### config.mk
export PLATFORM = sky130hd
export DESIGN_NAME = mac_seq_ctrl
export DESIGN_NICKNAME = d
export VERILOG_FILES = /design/src/rtl/mac_seq_ctrl.sv
export SDC_FILE = /design/constraint.sdc
export NUM_CORES = 1
export LEC_CHECK = 0
export BUFFER_PORTS_ARGS = -buffer_cell sky130_fd_sc_hd__buf_4
export CAP_MARGIN = 20
export CORE_AREA = 8 8 62 90
export CTS_BUF_LIST = sky130_fd_sc_hd__clkbuf_2 sky130_fd_sc_hd__clkbuf_4 sky130_fd_sc_hd__clkbuf_8
export CTS_CLUSTER_SIZE = 25
export DETAILED_ROUTE_END_ITERATION = 16
export DIE_AREA = 0 0 70 98
export GPL_ROUTABILITY_DRIVEN = 0
export PLACE_DENSITY = 0.93
export REMOVE_ABC_BUFFERS = 1
export SYNTH_ARGS = -nofsm -noshare
export SYNTH_HDL_FRONTEND = slang
export SYNTH_SLANG_ARGS = --single-unit
### constraint.sdc
create_clock -name i_clk -period 6.15 [get_ports i_clk]
set_input_delay 1.23 -clock i_clk [delete_from_list [all_inputs] [get_ports i_clk]]
set_output_delay 1.23 -clock i_clk [all_outputs]
set_load 0.01 [all_outputs]
### src/rtl/mac_seq_ctrl.sv
// Dot-product sequencer: streams LEN operand pairs from a synchronous buffer into a
// registered MAC unit, chains the accumulator and hands the result out on valid/ready.
module mac_seq_ctrl #(
  parameter int unsigned IN_WIDTH   = 8,
  parameter int unsigned ACC_WIDTH  = 16,
  parameter int unsigned MAX_LEN    = 16,
  parameter int unsigned ADDR_WIDTH = 4,
  parameter int unsigned LEN_WIDTH  = 5
) (
  input  logic                  i_clk,
  input  logic                  i_rst,
  input  logic                  i_start,
  input  logic [LEN_WIDTH-1:0]  i_len,
  input  logic [ACC_WIDTH-1:0]  i_bias,
  output logic                  o_busy,
  output logic                  o_rd_en,
  output logic [ADDR_WIDTH-1:0] o_rd_addr,
  input  logic [IN_WIDTH-1:0]   i_rd_a,
  input  logic [IN_WIDTH-1:0]   i_rd_b,
  output logic                  o_mac_en,
  output logic [IN_WIDTH-1:0]   o_mac_a,
  output logic [IN_WIDTH-1:0]   o_mac_b,
  output logic [ACC_WIDTH-1:0]  o_mac_acc_in,
  input  logic [ACC_WIDTH-1:0]  i_mac_acc_out,
  output logic                  o_out_valid,
  input  logic                  i_out_ready,
  output logic [ACC_WIDTH-1:0]  o_result
);

  typedef enum logic [1:0] {StIdle, StRun, StDrain, StOut} state_e;

  state_e                r_state;
  logic [LEN_WIDTH-1:0]  r_len;
  logic [ACC_WIDTH-1:0]  r_bias;
  logic                  r_busy;
  logic                  r_rd_en;
  logic [ADDR_WIDTH-1:0] r_rd_addr;
  logic                  r_mac_en;
  logic                  r_first;
  logic                  r_zero;
  logic                  r_out_valid;

  logic [LEN_WIDTH-1:0]  w_len_clamp;
  logic                  w_last;
  logic                  w_zero_start;

  assign w_len_clamp  = (i_len > LEN_WIDTH'(MAX_LEN)) ? LEN_WIDTH'(MAX_LEN) : i_len;
  assign w_last       = (LEN_WIDTH'(r_rd_addr) == (r_len - LEN_WIDTH'(1)));
  assign w_zero_start = (r_state == StIdle) && i_start && (w_len_clamp == '0);

  always_ff @(posedge i_clk) begin
    if (i_rst) begin
      r_state     <= StIdle;
      r_len       <= '0;
      r_bias      <= '0;
      r_busy      <= 1'b0;
      r_rd_en     <= 1'b0;
      r_rd_addr   <= '0;
      r_mac_en    <= 1'b0;
      r_first     <= 1'b0;
      r_zero      <= 1'b0;
      r_out_valid <= 1'b0;
    end else begin
      // MAC issue trails each read by one cycle; a zero-length job issues one bias-only term.
      r_mac_en <= r_rd_en | w_zero_start;
      if (r_mac_en) begin
        r_first <= 1'b0;
      end
      unique case (r_state)
        StIdle: begin
          if (i_start) begin
            r_len   <= w_len_clamp;
            r_bias  <= i_bias;
            r_busy  <= 1'b1;
            r_first <= 1'b1;
            r_zero  <= (w_len_clamp == '0);
            if (w_len_clamp != '0) begin
              r_state   <= StRun;
              r_rd_en   <= 1'b1;
              r_rd_addr <= '0;
            end else begin
              r_state <= StDrain;
            end
          end
        end
        StRun: begin
          if (w_last) begin
            r_rd_en   <= 1'b0;
            r_rd_addr <= '0;
            r_state   <= StDrain;
          end else begin
            r_rd_addr <= r_rd_addr + ADDR_WIDTH'(1);
          end
        end
        StDrain: begin
          r_state     <= StOut;
          r_out_valid <= 1'b1;
        end
        StOut: begin
          if (i_out_ready) begin
            r_out_valid <= 1'b0;
            r_busy      <= 1'b0;
            r_state     <= StIdle;
          end
        end
        default: r_state <= StIdle;
      endcase
    end
  end

  assign o_busy    = r_busy;
  assign o_rd_en   = r_rd_en;
  assign o_rd_addr = r_rd_addr;
  assign o_mac_en  = r_mac_en;

  // Buffer data is only valid in the issue cycle, so operands pass straight through, gated.
  assign o_mac_a      = (r_mac_en && !r_zero) ? i_rd_a : '0;
  assign o_mac_b      = (r_mac_en && !r_zero) ? i_rd_b : '0;
  assign o_mac_acc_in = !r_mac_en ? '0 : (r_first ? r_bias : i_mac_acc_out);

  assign o_out_valid = r_out_valid;
  assign o_result    = r_out_valid ? i_mac_acc_out : '0;

endmodule

==> impl_metrics.toml <==
[run]
maxCapViolCount = 0

[global_route]
grt_pass1_wl_um = 10600
grt_overflow = 0
antenna_found_initial = 0
first_global_vias = 2163
track_usage = 0.183
grt_max_degree = 36

[sta]
slew_headroom = 0.331
drv_slew = 0
fin_crit_sh = 0.526
tns_ns = 0
rsz0062_at_grt = "no"
clock.fmax_mhz = 309
hold_viol = 0
fin_crit_ns = 3.24
tightest_slew_ns = 1.00
final-setup-viol-count = 0
fin_skew_ns = 0.00353

[worst_setup_path]
cpLargestDelayFamily = "simple AND/OR/NAND/NOR gates"
worstSetupPathType = "register to output port"
endpoint_kind = "output port"
critical_path.startpoint_type = "register"
r2r_start = "r_state[0]"
crit_slowest_cell = "dfxtp_1"
path_cells = "nor2b_1 > and2_1 > buf_4"
critPathRequiredTime_ns = 4.92
regToRegEndpoint = "o_rd_addr[3]"
ff2ff_setup_slack_ns = 3.92
cp_max_fo = 19
rr_worst_depth = 7
arrival_ns = 2.01
crit_buf_inv = 1
max_stage_delay_ns = 0.70

[synthesis]
seq_area_frac_synth = 0.330
synth_edf_count = 0
synthCells = 258
synth_cell_types = 33
async_flop_share = 0
syn_area_mm2 = 0.00200
yosys.area.top_type_share = 0.330
avgSynthCellArea_um2 = 7.77
ys.flop_type = "dfxtp_1"
synth_most_common_cell = "nand2_1"
synth_area_leader_cell = "dfxtp_1"
ys_top_cells_by_count = "nand2_1 (45), and2_1 (36), dfxtp_1 (33)"
synthTopCellsByArea = "dfxtp_1 (33%), and2_1 (11%), mux2i_1 (8.5%)"
yosys_warnings = 0
ys_seq_elements = 33

[floorplan]
initial_core_util = 0.460
die_width_um = 70
die-area_mm2 = 0.00686
core_mm2 = 0.00435
io_pins = 113
die_h_um = 98
rows = 30

[drt]
ant_nets = 0
drt_wl_total_um = 6490
wl_per_cell_um = 15.9
drtPass1Iterations = 4
drc = 0
vias = 2149
routed_via_density = 5.27
initialDrtViolationCount = 74

[power_and_ir_drop]
power.density_mw_per_mm2 = 255
p_leak_nw = 1.36
ir_drop_mv = 0.185

[hold_path]
hp-class = "register to register"
hp-start = "r_bias[1]"
hold_end = "r_bias[1]"
hold-path-cell-count = 2

[clock_network]
clockBufferDepth = 2
cts_hold_buf = 0
path_clk_slew_ns = 0.06
insertion_delay_ns = 0.28
numCtsBuffers = 5
cts_tree = "done"
cts_sinks = 33
cts_resized = 0
htree_levels = 2
cts_setup_buffers = 0
cts-root-buf = "clkbuf_8"

[place]
io_buffers = 112
dp_cells = 402
place_hpwl_um = 5050

[layout]
antenna_cells = 0
drive_above_1_share = 0.333
multi_input_area_mm2 = 0.00123
num-fill-cells = 370
final_nets = 425
register_area_um2 = 661
syn_to_final_growth_pct = 44.8
layoutNonFillerInstCount = 408

[run_status]
status = "complete, no violations"
[worst reg2reg max path: stages, from the launching register on]
cell     delay [ns]
dfxtp_1        0.33
inv_1          0.12
ha_1           0.27
nand2_1        0.58
a21o_1         0.42
nand2_1        0.15
nand4_1        0.11
a31oi_1        0.18
[registers in the layout, summed over array words and instances, names as in the netlist]
register     flops
r_bias          16
r_first          1
o_rd_addr        4
r_len            5
o_rd_en          1
r_state          2
o_out_valid      1
o_mac_en         1
o_busy           1
r_zero           1
[worst max path at each step]
stage	depth (start not counted)	to	slack, ns	startpoint
after floorplan	2	o_mac_acc_in[0]	3.43	i_mac_acc_out[0]
after global placement	3	o_mac_b[2]	3.22	o_mac_en
after detailed placement	3	o_mac_b[2]	3.20	o_mac_en
after CTS	3	o_mac_b[2]	2.90	o_mac_en
after global routing	3	o_mac_b[2]	2.66	o_mac_en
final	3	o_mac_b[2]	2.91	o_mac_en
[layer usage]
layer | part of all wire | GRT usage
met1 | 0.41 | 0.197
met2 | 0.52 | 0.335
met3 | 0.067 | 0.0538
met4 | 0.0072 | 0.0466
met5 | 0 | 0
[cells in the final DEF, fill, tap and decap left out, drive strengths merged]
master,count
mux2,1
a211oi,1
and2,36
xnor2,5
buf,112
nor2,9
nor2b,19
nor4,1
a21oi,30
o21ai,1
a31oi,2
a21o,2
ha,7
inv,9
nand3,1
a2111o,1
mux2i,17
nor3,2
o31ai,1
nand4,4
and2b,1
nand2b,2
clkbuf,5
a22oi,1
o211ai,2
a211o,2
nand2,45
o21bai,1
nor3b,4
clkinv,1
nand4b,2
dfxtp,33
[where the power goes]
group	internal, mW	switching, mW
clock network	0.0743	0.0736
registers	0.247	0.0433
logic	0.152	0.149
total	0.473	0.266
[stage by stage]
stage	cell area, µm²	worst slack, ns	power (mW)	hold WS (ns)	utilization
floorplan	1930	3.43	0.461	0.430	-
global placement	2830	3.22	0.585	0.442	0.650
detailed placement	2830	3.20	0.598	0.446	0.650
CTS	2900	2.90	0.748	0.455	0.667
global route	2900	2.66	0.788	0.479	0.667
finish	2900	2.91	0.739	0.454	0.667
[layout make-up]
type / instances / area share
Multi-Input combinational cell: 200 / 0.425
Timing Repair Buffer: 112 / 0.290
Sequential cell: 33 / 0.228
Clock buffer: 5 / 0.0237
Tap cell: 48 / 0.0207
Inverter: 9 / 0.0116
Clock inverter: 1 / 0.00172
[cell families (layout without fill, tap and decap cells)]
group	after synthesis	in the layout	share of synthesized area
xor+xnor	5	5	0.0218
flops	33	33	0.330
fa+ha+maj	7	7	0.0437
buf+inv	25	127	0.0549
simple gates	126	126	0.330
mux	18	18	0.0905
compound gates	44	44	0.130
Power figures use the tool's default switching activity.
